===== config.mk =====
export PLATFORM = sky130hd
export DESIGN_NAME = dcache_ctrl
export DESIGN_NICKNAME = d
export VERILOG_FILES = /design/src/rtl/dcache_ctrl.sv
export SDC_FILE = /design/constraint.sdc
export NUM_CORES = 1
export LEC_CHECK = 0
export CAP_MARGIN = 20
export CORE_AREA = 2 2 471 473
export CTS_CLUSTER_SIZE = 14
export DETAILED_ROUTE_END_ITERATION = 10
export DIE_AREA = 0 0 473 475
export PLACE_DENSITY = 0.32
export SYNTH_ARGS = -nofsm -noshare
export SYNTH_HDL_FRONTEND = slang
export SYNTH_SLANG_ARGS = --single-unit

===== constraint.sdc =====
create_clock -name clk_i -period 6 [get_ports clk_i]
set_clock_uncertainty 0.1 [all_clocks]
set_input_delay 1.2 -clock clk_i [delete_from_list [all_inputs] [get_ports clk_i]]
set_output_delay 1.2 -clock clk_i [all_outputs]
set_load 0.05 [all_outputs]

===== src/rtl/dcache_ctrl.sv =====
// ---------------------------------------------------------------------------
// dcache_ctrl
//   Write-back, write-allocate data-cache controller placed between the CPU
//   memory stage, a 2-way tag/data SRAM (dcache_sram) and a 256-bit memory.
//   Geometry: 32-byte lines, 16 sets, 23-bit tag, 32-bit words.
//   Hits complete in the same cycle. A miss stalls the CPU, writes back a
//   dirty victim if needed, refills the line and then retires as a hit.
//
// Ports
//   clk_i, rst_i        clock, synchronous active-high reset
//   cpu_addr_i          byte address: [31:9] tag, [8:5] index, [4:2] word
//   cpu_data_i          store data
//   cpu_MemRead_i       load request (level)
//   cpu_MemWrite_i      store request (level)
//   cpu_data_o          load data, valid with a request and no stall
//   cpu_stall_o         CPU must hold its request while high
//   sram_addr_o         set index
//   sram_tag_o          {valid, dirty, tag}
//   sram_data_o         line write data
//   sram_enable_o       SRAM access enable
//   sram_write_o        SRAM write strobe
//   sram_tag_i          hit line tag, or LRU victim tag on a miss
//   sram_data_i         hit line, or LRU victim line on a miss
//   sram_hit_i          lookup hit
//   mem_addr_o          line address (bits [4:0] are zero)
//   mem_data_o          write-back data
//   mem_enable_o        memory request (registered)
//   mem_write_o         1 = write-back, 0 = fill (registered)
//   mem_data_i          fill data, valid with mem_ack_i
//   mem_ack_i           one-cycle completion pulse
// ---------------------------------------------------------------------------
module dcache_ctrl (
    input  logic         clk_i,
    input  logic         rst_i,
    input  logic [31:0]  cpu_addr_i,
    input  logic [31:0]  cpu_data_i,
    input  logic         cpu_MemRead_i,
    input  logic         cpu_MemWrite_i,
    output logic [31:0]  cpu_data_o,
    output logic         cpu_stall_o,
    output logic [3:0]   sram_addr_o,
    output logic [24:0]  sram_tag_o,
    output logic [255:0] sram_data_o,
    output logic         sram_enable_o,
    output logic         sram_write_o,
    input  logic [24:0]  sram_tag_i,
    input  logic [255:0] sram_data_i,
    input  logic         sram_hit_i,
    output logic [31:0]  mem_addr_o,
    output logic [255:0] mem_data_o,
    output logic         mem_enable_o,
    output logic         mem_write_o,
    input  logic [255:0] mem_data_i,
    input  logic         mem_ack_i
);

    typedef enum logic [2:0] {
        S_IDLE,
        S_MISS,
        S_WRITEBACK,
        S_READMISS,
        S_READMISSOK
    } state_e;

    state_e         state_q,      state_d;
    logic           mem_enable_q, mem_enable_d;
    logic           mem_write_q,  mem_write_d;
    logic [31:0]    mem_addr_q,   mem_addr_d;
    logic [255:0]   mem_data_q,   mem_data_d;

    logic           req;
    logic [22:0]    cpu_tag;
    logic [3:0]     cpu_index;
    logic [2:0]     cpu_word;
    logic [7:0]     word_bit;
    logic [31:0]    fill_addr;
    logic [31:0]    victim_addr;
    logic           victim_dirty;
    logic [255:0]   merged_line;
    logic [1:0]     unused_addr_bits;

    // Address decode
    assign req              = cpu_MemRead_i | cpu_MemWrite_i;
    assign cpu_tag          = cpu_addr_i[31:9];
    assign cpu_index        = cpu_addr_i[8:5];
    assign cpu_word         = cpu_addr_i[4:2];
    assign word_bit         = {cpu_word, 5'b0};
    assign unused_addr_bits = cpu_addr_i[1:0];

    assign fill_addr    = {cpu_tag, cpu_index, 5'b0};
    assign victim_addr  = {sram_tag_i[22:0], cpu_index, 5'b0};
    assign victim_dirty = sram_tag_i[24] & sram_tag_i[23];

    // Store-hit line: current line with the addressed word replaced
    always_comb begin
        merged_line                  = sram_data_i;
        merged_line[word_bit +: 32]  = cpu_data_i;
    end

    // -----------------------------------------------------------------------
    // Next-state and registered memory-interface values
    // -----------------------------------------------------------------------
    always_comb begin
        state_d      = state_q;
        mem_enable_d = mem_enable_q;
        mem_write_d  = mem_write_q;
        mem_addr_d   = mem_addr_q;
        mem_data_d   = mem_data_q;

        case (state_q)
            S_IDLE: begin
                if (req && !sram_hit_i) begin
                    state_d = S_MISS;
                end
            end

            // The SRAM presents the LRU victim here because the lookup still misses
            S_MISS: begin
                mem_enable_d = 1'b1;
                if (victim_dirty) begin
                    mem_write_d = 1'b1;
                    mem_addr_d  = victim_addr;
                    mem_data_d  = sram_data_i;
                    state_d     = S_WRITEBACK;
                end else begin
                    mem_write_d = 1'b0;
                    mem_addr_d  = fill_addr;
                    state_d     = S_READMISS;
                end
            end

            // Enable stays high: the fill request follows directly on the ack
            S_WRITEBACK: begin
                if (mem_ack_i) begin
                    mem_enable_d = 1'b1;
                    mem_write_d  = 1'b0;
                    mem_addr_d   = fill_addr;
                    state_d      = S_READMISS;
                end
            end

            S_READMISS: begin
                if (mem_ack_i) begin
                    mem_enable_d = 1'b0;
                    state_d      = S_READMISSOK;
                end
            end

            S_READMISSOK: begin
                state_d = S_IDLE;
            end

            default: begin
                state_d = S_IDLE;
            end
        endcase
    end

    always_ff @(posedge clk_i) begin
        if (rst_i) begin
            state_q      <= S_IDLE;
            mem_enable_q <= 1'b0;
            mem_write_q  <= 1'b0;
            mem_addr_q   <= '0;
            mem_data_q   <= '0;
        end else begin
            state_q      <= state_d;
            mem_enable_q <= mem_enable_d;
            mem_write_q  <= mem_write_d;
            mem_addr_q   <= mem_addr_d;
            mem_data_q   <= mem_data_d;
        end
    end

    assign mem_enable_o = mem_enable_q;
    assign mem_write_o  = mem_write_q;
    assign mem_addr_o   = mem_addr_q;
    assign mem_data_o   = mem_data_q;

    // -----------------------------------------------------------------------
    // Combinational CPU / SRAM outputs, all forced low during reset
    // -----------------------------------------------------------------------
    always_comb begin
        cpu_data_o    = '0;
        cpu_stall_o   = 1'b0;
        sram_addr_o   = '0;
        sram_tag_o    = '0;
        sram_data_o   = '0;
        sram_enable_o = 1'b0;
        sram_write_o  = 1'b0;

        if (!rst_i) begin
            sram_addr_o   = cpu_index;
            sram_enable_o = req;
            sram_tag_o    = {1'b1, 1'b0, cpu_tag};
            cpu_data_o    = sram_data_i[word_bit +: 32];

            case (state_q)
                S_IDLE: begin
                    cpu_stall_o = req & ~sram_hit_i;
                    if (cpu_MemWrite_i && sram_hit_i) begin
                        sram_write_o = 1'b1;
                        sram_data_o  = merged_line;
                        sram_tag_o   = {1'b1, 1'b1, cpu_tag};
                    end
                end

                // Fill lands in the SRAM on the ack cycle as a clean line
                S_READMISS: begin
                    cpu_stall_o = 1'b1;
                    if (mem_ack_i) begin
                        sram_enable_o = 1'b1;
                        sram_write_o  = 1'b1;
                        sram_data_o   = mem_data_i;
                        sram_tag_o    = {1'b1, 1'b0, cpu_tag};
                    end
                end

                default: begin
                    cpu_stall_o = 1'b1;
                end
            endcase
        end
    end

endmodule


==> results_dict.tcl <==
set metrics [dict create \
    dp_hpwl_um 211000 \
    reg2reg_to "mem_data_o[13]$_SDFFE_PP0P_" \
    leakage_nw 12.4 \
    synth_common_cells "o21ai_0, dfxtp_1, nand3_1" \
    synth_cells 2543 \
    end_kind "output pin" \
    drc 0 \
    drt_wl_total_um 263000 \
    ctsHoldBuffers 0 \
    fin_hold_ws_ns 0.376 \
    avgSynthCellArea_um2 8.33 \
    drive_gt1_share_pct 19.4 \
    num_vias 28600 \
    die_h_um 475 \
    setup_slack_ns 0.345 \
    dp_cells 6413 \
    path_cells "clkdlybuf4s50_1 > inv_1 > ha_4 > ha_2 > buf_4 > nand4b_1 > buf_12 > mux2i_1 > o2bb2ai_1 > buf_4 > buf_12" \
    yosys_warnings 0 \
    gp_congestion 0.849 \
    path_class "in -> out" \
    hold_viol 0 \
    cts_setup_buffers 0 \
    die_w_um 473 \
    cts_root_buf "clkbuf_16" \
    ctsResizeCount 0 \
    crit_required_ns 4.70 \
    fillerInstances 24400 \
    cts_tree "built" \
    ys_seq_area_share_pct 27.2 \
    grt_pass1_vias 28200 \
    finalMaxSlewViolations 0 \
    insertion_delay_ns 0.66 \
    power_mw 8.71 \
    min_path_type "reg -> reg" \
    multi_input_area_um2 13900 \
    finalSetupViolCount 0 \
    rows 172 \
    crit_fanout 24 \
    hold_path_end "mem_data_o[43]$_SDFFE_PP0P_" \
    drtIter0Drc 2265 \
    yosys.area.top_type "dfxtp_1" \
    synth_top_area_share_pct 27.2 \
    async_flop_share_pct 0 \
    htree_num_levels 2 \
    holdPathStages 2 \
    synth.most_common_cell "o21ai_0" \
    regArea_um2 5770 \
    antenna_found_initial 122 \
    ir_worst_vdd_v 0.000196 \
    ys_types 55 \
    ys_ff_latch 288 \
    dr.pass1.iters 6 \
    synth.cell_area_um2 21200 \
    tightest_slew_ns 1.07 \
    clock_sink_count 288 \
    crit_slowest_cell "clkdlybuf4s50_1" \
    r2r_setup_slack_ns 2.85 \
    nets 4202 \
    wl_per_cell_um 40.2 \
    fin_cells 6543 \
    p_per_area_nw_per_um2 213 \
    crit_arrival_ns 4.36 \
    die-area_um2 225000 \
    max-slew-margin-rel_pct 28.5 \
    yosys-top-cells-area "dfxtp_1, o21ai_0, a221oi_2" \
    fin_crit_sh_pct 94.3 \
    rsz0062_at_grt "false" \
    clk_pin_slew_ns 0.06 \
    grt_remaining_overflow 0 \
    cts_buffer_depth 3 \
    cts_made_buffers 48 \
    place_ws_ns 0.306 \
    grt_pass1_wl_um 330000 \
    ios 1217 \
    grt_usage_pct 22.5 \
    ant_nets 0 \
    via_per_inst 4.37 \
    core_area_um2 219000 \
    hp-start "mem_data_o[43]$_SDFFE_PP0P_" \
    tns_ns 0 \
    area_growth_syn_to_layout_pct 93.1 \
    grt_max_degree 112 \
    synth-main-ff-cell "dfxtp_1" \
    critPathMaxStageDelay_ns 0.54 \
    synth-edff-count 0 \
    timing.fmax_mhz 177 \
    worstSetupStartpointType "input pin" \
    worstReg2RegStart "state_q[0]$_SDFFE_PP0P_" \
    portBuffers 1209 \
    reg2regPathDepth 4 \
    status "finished, final reports clean" \
    post-route-min-period_ns 5.66 \
    initial_core_util_pct 9.67 \
    max-cap-violations 0 \
]
==> placed cells by master, fill, tap and decap left out, drive strengths merged, types with 68 or more instances in the layout <==
| master | count |
|---|---|
| o21ai | 412 |
| dfxtp | 288 |
| clkbuf | 68 |
| a221oi | 129 |
| mux2i | 128 |
| nand2 | 134 |
| a32oi | 97 |
| buf | 422 |
| o2bb2ai | 128 |
| nand3 | 285 |
| clkdlybuf4s50 | 932 |
| a21oi | 262 |
==> worst max path at each step <==
stage / from / end / slack, ns / cells after the start
finish: cpu_addr_i[3] / sram_data_o[32] / 0.34 / 11
global route: cpu_addr_i[3] / sram_data_o[32] / 0.25 / 11
CTS: cpu_addr_i[3] / sram_data_o[141] / 0.29 / 11
detailed placement: cpu_addr_i[3] / sram_data_o[141] / 0.31 / 11
global placement: cpu_addr_i[3] / sram_data_o[141] / 0.31 / 11
floorplan: cpu_addr_i[2] / sram_data_o[133] / 0.36 / 11
==> sequential cells by signal (all words and copies together), names as in the netlist <==
| signal | cells |
|---|---|
| state_q | 3 |
| mem_data_o | 256 |
| mem_write_o | 1 |
| mem_enable_o | 1 |
| mem_addr_o | 27 |
==> layer usage <==
metal / part of all wire (%) / GRT usage, % / vias to the layer above
li1: - / - / 12100
met1: 40 / 26.3 / 14600
met2: 47 / 36.8 / 1542
met3: 10 / 9.57 / 286
met4: 3.0 / 7.23 / 40
met5: 0.10 / 0 / -
==> kinds of logic (layout without fill, tap and decap cells) <==
logic type / Yosys count / count (layout) / synth area share, %
other: 1 / 46 / 0.0177
flip-flops: 288 / 288 / 27.2
AO/OA/AOI/OAI: 1122 / 1122 / 37.3
multiplexers: 192 / 192 / 12.8
XOR/XNOR: 1 / 1 / 0.0413
AND/OR/NAND/NOR: 570 / 570 / 14.4
buffers and inverters: 366 / 1450 / 8.02
adder cells (fa/ha/maj): 3 / 3 / 0.177
==> where the power goes <==
part / internal [mW] / leakage (nW) / total (mW) / switching (mW)
Combinational: 1.20 / 9.29 / 3.54 / 2.34
Clock: 1.79 / 0.800 / 3.11 / 1.32
Sequential: 2.00 / 2.33 / 2.06 / 0.0571
==> layout make-up <==
cell class / count / area share, %
multi-input combinational: 1893 / 34.0
tap: 2871 / 8.78
clock inverter: 22 / 0.584
clock buffer: 67 / 3.41
antenna: 41 / 0.251
inverter: 6 / 0.0550
timing repair buffer: 1355 / 38.8
sequential: 288 / 14.1
==> critical path: cells and delay by family <==
kind	cells	cell delay (ns)
buffers and inverters	6	1.53
AO/OA/AOI/OAI	1	0.46
adder cells (fa/ha/maj)	2	0.69
multiplexers	1	0.17
AND/OR/NAND/NOR	1	0.26
==> stage by stage <==
stage	utilization (%)	instance area (um2)
global placement	17.9	39200
finish	18.7	40900
global route	18.7	40900
CTS	18.6	40800
detailed placement	17.9	39200
floorplan	-	21200
Note: power is estimated with default switching activity, not from simulation.
